### src/rtl/render_scheduler.sv
// Frame-level sequencer for the ray-tracing renderer: raster-order coordinate
// issue with in-flight credit limiting, in-order result write-back to the
// framebuffer, and a per-frame scene-latch strobe.
module render_scheduler #(
    parameter int H_RES        = 320,
    parameter int V_RES        = 180,
    parameter int MAX_INFLIGHT = 384,
    parameter int ADDR_W       = 16
) (
    input  logic                              aclk,
    input  logic                              aresetn,
    input  logic                              start,
    input  logic                              continuous,
    output logic                              busy,
    output logic                              frame_done,
    output logic                              scene_latch,
    output logic [10:0]                       hcount_axis_tdata,
    output logic                              hcount_axis_tvalid,
    input  logic                              hcount_axis_tready,
    output logic [9:0]                        vcount_axis_tdata,
    output logic                              vcount_axis_tvalid,
    input  logic                              vcount_axis_tready,
    input  logic [23:0]                       pixel_axis_tdata,
    input  logic                              pixel_axis_tvalid,
    output logic                              pixel_axis_tready,
    input  logic [10:0]                       pix_hcount_in,
    input  logic [9:0]                        pix_vcount_in,
    output logic                              fb_we,
    output logic [ADDR_W-1:0]                 fb_addr,
    output logic [23:0]                       fb_wdata,
    output logic [$clog2(MAX_INFLIGHT+1)-1:0] inflight,
    output logic                              seq_err
);

    localparam int                IW         = $clog2(MAX_INFLIGHT + 1);
    localparam logic [10:0]       X_LAST     = 11'(H_RES - 1);
    localparam logic [9:0]        Y_LAST     = 10'(V_RES - 1);
    localparam logic [IW-1:0]     CREDIT_MAX = IW'(MAX_INFLIGHT);
    localparam logic [ADDR_W-1:0] ADDR_LAST  = ADDR_W'(H_RES * V_RES - 1);

    typedef enum logic [2:0] {IDLE, LATCH, ISSUE, DRAIN, DONE} state_t;

    state_t            state;
    logic [10:0]       issue_x;
    logic [9:0]        issue_y;
    logic [10:0]       exp_x;
    logic [9:0]        exp_y;
    logic [ADDR_W-1:0] exp_addr;
    logic              issue_fire;
    logic              result_ok;

    assign hcount_axis_tvalid = (state == ISSUE) && (inflight < CREDIT_MAX);
    assign vcount_axis_tvalid = hcount_axis_tvalid;
    assign hcount_axis_tdata  = issue_x;
    assign vcount_axis_tdata  = issue_y;
    assign pixel_axis_tready  = 1'b1;

    assign issue_fire = hcount_axis_tvalid & hcount_axis_tready & vcount_axis_tready;
    assign result_ok  = pixel_axis_tvalid && (inflight != '0);

    // Frame sequencing FSM with registered status strobes and the issue raster counters
    always_ff @(posedge aclk or negedge aresetn) begin
        if (!aresetn) begin
            state       <= IDLE;
            busy        <= 1'b0;
            frame_done  <= 1'b0;
            scene_latch <= 1'b0;
            issue_x     <= '0;
            issue_y     <= '0;
        end else begin
            frame_done  <= 1'b0;
            scene_latch <= 1'b0;
            case (state)
                IDLE: begin
                    if (start) begin
                        state       <= LATCH;
                        busy        <= 1'b1;
                        scene_latch <= 1'b1;
                    end
                end
                LATCH: begin
                    issue_x <= '0;
                    issue_y <= '0;
                    state   <= ISSUE;
                end
                ISSUE: begin
                    if (issue_fire) begin
                        if (issue_x == X_LAST) begin
                            issue_x <= '0;
                            if (issue_y == Y_LAST) begin
                                state <= DRAIN;
                            end else begin
                                issue_y <= issue_y + 10'd1;
                            end
                        end else begin
                            issue_x <= issue_x + 11'd1;
                        end
                    end
                end
                DRAIN: begin
                    if (inflight == '0) begin
                        state      <= DONE;
                        frame_done <= 1'b1;
                    end
                end
                DONE: begin
                    if (continuous) begin
                        state       <= LATCH;
                        scene_latch <= 1'b1;
                    end else begin
                        state <= IDLE;
                        busy  <= 1'b0;
                    end
                end
                default: begin
                    state <= IDLE;
                    busy  <= 1'b0;
                end
            endcase
        end
    end

    // Credit counter: issue adds, accepted result removes, both together hold
    always_ff @(posedge aclk or negedge aresetn) begin
        if (!aresetn) begin
            inflight <= '0;
        end else begin
            case ({issue_fire, result_ok})
                2'b10:   inflight <= inflight + IW'(1);
                2'b01:   inflight <= inflight - IW'(1);
                default: inflight <= inflight;
            endcase
        end
    end

    // In-order result write-back with tag checking and a sticky sequence-error flag
    always_ff @(posedge aclk or negedge aresetn) begin
        if (!aresetn) begin
            fb_we    <= 1'b0;
            fb_addr  <= '0;
            fb_wdata <= '0;
            exp_x    <= '0;
            exp_y    <= '0;
            exp_addr <= '0;
            seq_err  <= 1'b0;
        end else begin
            fb_we <= 1'b0;
            if (state == LATCH) begin
                exp_x    <= '0;
                exp_y    <= '0;
                exp_addr <= '0;
                seq_err  <= 1'b0;
            end
            // inflight is always zero in LATCH, so the advance below never races the clear
            if (pixel_axis_tvalid) begin
                if (inflight != '0) begin
                    fb_we    <= 1'b1;
                    fb_addr  <= exp_addr;
                    fb_wdata <= pixel_axis_tdata;
                    if ((pix_hcount_in != exp_x) || (pix_vcount_in != exp_y)) begin
                        seq_err <= 1'b1;
                    end
                    if (exp_x == X_LAST) begin
                        exp_x <= '0;
                        exp_y <= (exp_y == Y_LAST) ? '0 : exp_y + 10'd1;
                    end else begin
                        exp_x <= exp_x + 11'd1;
                    end
                    exp_addr <= (exp_addr == ADDR_LAST) ? '0 : exp_addr + ADDR_W'(1);
                end else begin
                    seq_err <= 1'b1;
                end
            end
        end
    end

endmodule

### config.mk
export PLATFORM = sky130hd
export DESIGN_NAME = render_scheduler
export DESIGN_NICKNAME = d
export VERILOG_FILES = /design/src/rtl/render_scheduler.sv
export SDC_FILE = /design/constraint.sdc
export NUM_CORES = 1
export LEC_CHECK = 0
export BUFFER_PORTS_ARGS = -buffer_cell sky130_fd_sc_hd__buf_2
export CAP_MARGIN = 20
export CORE_ASPECT_RATIO = 1.1
export CORE_MARGIN = 4
export CORE_UTILIZATION = 50
export CTS_BUF_LIST = sky130_fd_sc_hd__clkbuf_8
export CTS_CLUSTER_SIZE = 8
export DETAILED_ROUTE_END_ITERATION = 6
export HOLD_SLACK_MARGIN = 0.1
export PLACE_DENSITY = 0.77
export SLEW_MARGIN = 20
export SYNTH_ARGS = -nofsm -noshare
export SYNTH_HDL_FRONTEND = slang
export SYNTH_SLANG_ARGS = --single-unit
### constraint.sdc
create_clock -name aclk -period 3.4 [get_ports aclk]
set_input_delay 0.51 -clock aclk [delete_from_list [all_inputs] [get_ports aclk]]
set_output_delay 0.51 -clock aclk [all_outputs]
set_load 0.03 [all_outputs]
==> key figures <==
Die
  – Initial Util: 0.519
  – Core Area: 11600 um2
  – Horiz. Die Dim: 113 um
  – # IOs: 130
  – Die ar.: 13900 um2
  – Rows: 41
  – Die Y: 123 um

Timing
  – Skew final: 11.8 ps
  – Min Clock Period, post-route: 3120 ps
  – Relative slew margins: 0.428
  – Worst-margin pin slew: 846 ps
  – Final Setup Violations: 0
  – Max Slew Vio Count: 0
  – RSZ-0062 raised after global routing: false
  – Fmax: 321 MHz
  – Final worst path period share: 0.917
  – Setup TNS: 0 ps
  – Final hold violations: 0

Critical path
  – CP peak stage delay: 580 ps
  – Crit path DAT: 3470 ps
  – Setup CP Type: reg2reg
  – Slowest-stage cell, CP: or4_1
  – Reg2reg start: inflight[4]
  – Crit-path cells: or4_1 -> o31ai_4 -> inv_2 -> ha_2 -> fa_1 -> a21oi_1 -> o2111ai_1 -> and3_1 -> nor3_1 -> xor2_1
  – FF-to-FF setup slack: 280 ps
  – Critical path buffers and inverters: 1
  – CP Depth: 10
  – FF-to-FF End: inflight[8]
  – CP required: 3750 ps
  – Startpoint type of the worst setup path: flip-flop
  – Element type at the critical path end: flip-flop
  – Reg2Reg Depth: 10
  – CP Max Fanout: 10
  – CP delay by family, top: simple AND/OR/NAND/NOR gates
  – Crit path from: inflight[4]
  – Crit path capture: inflight[8]

Power
  – Pwr Density: 600 nW/um2
  – Leakage: 3.46 nW
  – Maximum vdd drop: 605 uV
  – Tot Pwr: 4.34 mW

Synth
  – Asr flop ratio synth: 1.00
  – Syn_nets: 735
  – Synth Register Bits: 115
  – EDFF count, synth: 0
  – Synth top area share: 0.476
  – Netlist cell types: 69
  – Ranking of synthesized cells by area: dfrtp_1, nand2_1, xnor2_1
  – Cells after synthesis: 669
  – Synth area leader: dfrtp_1
  – Yosys warns: 0
  – Syn Area/Cell: 9.04 um2
  – Sequential area share after synthesis: 0.476
  – Mapped Area: 6050 um2
  – Primary FF master, synth: dfrtp_1

CTS
  – Worst-path clk slew: 80 ps
  – Clock buffer depth: 2
  – Root Buffer: clkbuf_8
  – CTS sink cnt: 115
  – # hold bufs at CTS: 0
  – # resized after CTS: 0
  – Total CTS buffers: 17
  – H-tree levels: 4
  – Worst skew pair latency: 430 ps
  – CTS tree: done
  – # Post-CTS Setup Buffers: 0

Global routing
  – Vias in the first global route: 5237
  – Total GRT Usage: 0.220
  – Antenna violations before repair: 0
  – Grt ovf: 0
  – Largest net degree at the start of global routing: 66
  – First-pass GRT wire length: 25.0 mm

Finish
  – FILL cells: 1004
  – Antenna Cells: 0
  – Share of layout cells above drive strength 1: 0.242
  – Most common cell after layout, fill and taps aside: nand2_1
  – Final Instance Count excl. Fillers: 959
  – Nets: 862
  – Commonest non-fill, non-tap cells in the layout: nand2_1, buf_2, dfrtp_1, o21ai_0, nor2_1
  – Area Overhead vs Synth: 19.6%

Detailed routing
  – Via count: 5404
  – 1st-pass router iterations: 5
  – DRC violation count after routing: 0
  – Final ANT Viol Nets: 0
  – WL/cell: 15.3 um
  – Post-Route WL: 14.6 mm
  – Initial DRC count: 474
  – Vias per Instance: 5.64

Worst hold path
  – Tightest Hold Check Type: in2async

Run status
  – Status: finished, final reports clean

Placed design
  – Gpl congestion: 0.942
  – Dpl cells: 927
  – DPL Wire Length: 10.6 mm
  – IO buf count: 128

Job
  – Maxcap violations: 0
-- logic make-up after synthesis --
logic type	share of synthesized area
AO/OA/AOI/OAI	0.139
XOR/XNOR	0.0522
adder cells (fa/ha/maj)	0.0302
buffers and inverters	0.0317
flip-flops	0.476
multiplexers	0.0106
other	0.000620
AND/OR/NAND/NOR	0.259
-- worst reg2reg max path, cell delays in order, from the launching register on --
cell and delay, ps:
dfrtp_2 440, or4_1 580, o31ai_4 270, inv_2 60
ha_2 270, fa_1 430, a21oi_1 250, o2111ai_1 190
and3_1 190, nor3_1 200, xor2_1 160
-- routing by layer --
metal,track usage,vias up,wire length [um]
met1,0.298,2582,6390
li1,-,2624,-
met4,0.0744,0,174
met3,0.0597,17,1200
met2,0.344,181,6870
met5,0,-,0
-- worst min path at each step --
stage | from | to | slack, ps | depth (start not counted)
after floorplan | aresetn | busy | 210 | 0
after global placement | fb_wdata[17] | fb_wdata[17] | 450 | 2
after detailed placement | fb_addr[11] | fb_addr[11] | 460 | 2
after CTS | aresetn | exp_y[5] | 110 | 1
after global routing | aresetn | exp_y[5] | 140 | 1
final | aresetn | exp_y[5] | 110 | 1
-- state kept, by name, indices dropped and copies added, names as in the netlist --
| name | count |
|---|---|
| frame_done | 1 |
| seq_err | 1 |
| state | 3 |
| exp_x | 11 |
| fb_addr | 16 |
| fb_we | 1 |
| scene_latch | 1 |
| exp_addr | 16 |
| vcount_axis_tdata | 10 |
| exp_y | 10 |
| inflight | 9 |
| busy | 1 |
| hcount_axis_tdata | 11 |
| fb_wdata | 24 |
-- cell usage after synthesis, types with 10 or more instances --
cell type  count
a21oi_1       17
nor3_1        17
ha_1          13
a31oi_1       18
clkbuf_1      15
o21ai_0       45
nand2_1      177
nor2_1        33
dfrtp_1      115
nand3_1       31
xnor2_1       27
nand4_1       16
o31ai_1       10
-- through the flow --
stage	utilization	hold slack (ps)	instance area [um2]	setup WS, ps
4_1_cts	0.621	115	7230	257
2_1_floorplan	-	214	6050	21.4
6_report	0.621	110	7230	282
3_3_place_gp	0.586	453	6830	367
3_5_place_dp	0.586	457	6830	287
5_1_grt	0.621	140	7230	46.8
-- cell type report --
| class | instances | area (um2) | share of cell area |
|---|---|---|---|
| clock buffers | 17 | 234 | 0.0323 |
| clock inverters | 15 | 170 | 0.0235 |
| well taps | 150 | 188 | 0.0259 |
| inverters | 9 | 33.8 | 0.00467 |
| multi-input cells | 514 | 2990 | 0.413 |
| repair buffers | 139 | 738 | 0.102 |
| flip-flops and latches | 115 | 2880 | 0.398 |
-- where the power goes --
group,internal [mW],switching [mW],leakage [nW]
combinational,0.458,0.823,1.76
sequential,1.55,0.219,1.49
clock,0.671,0.613,0.200
total,2.68,1.66,3.46
Note: power is estimated with default switching activity, not from simulation.
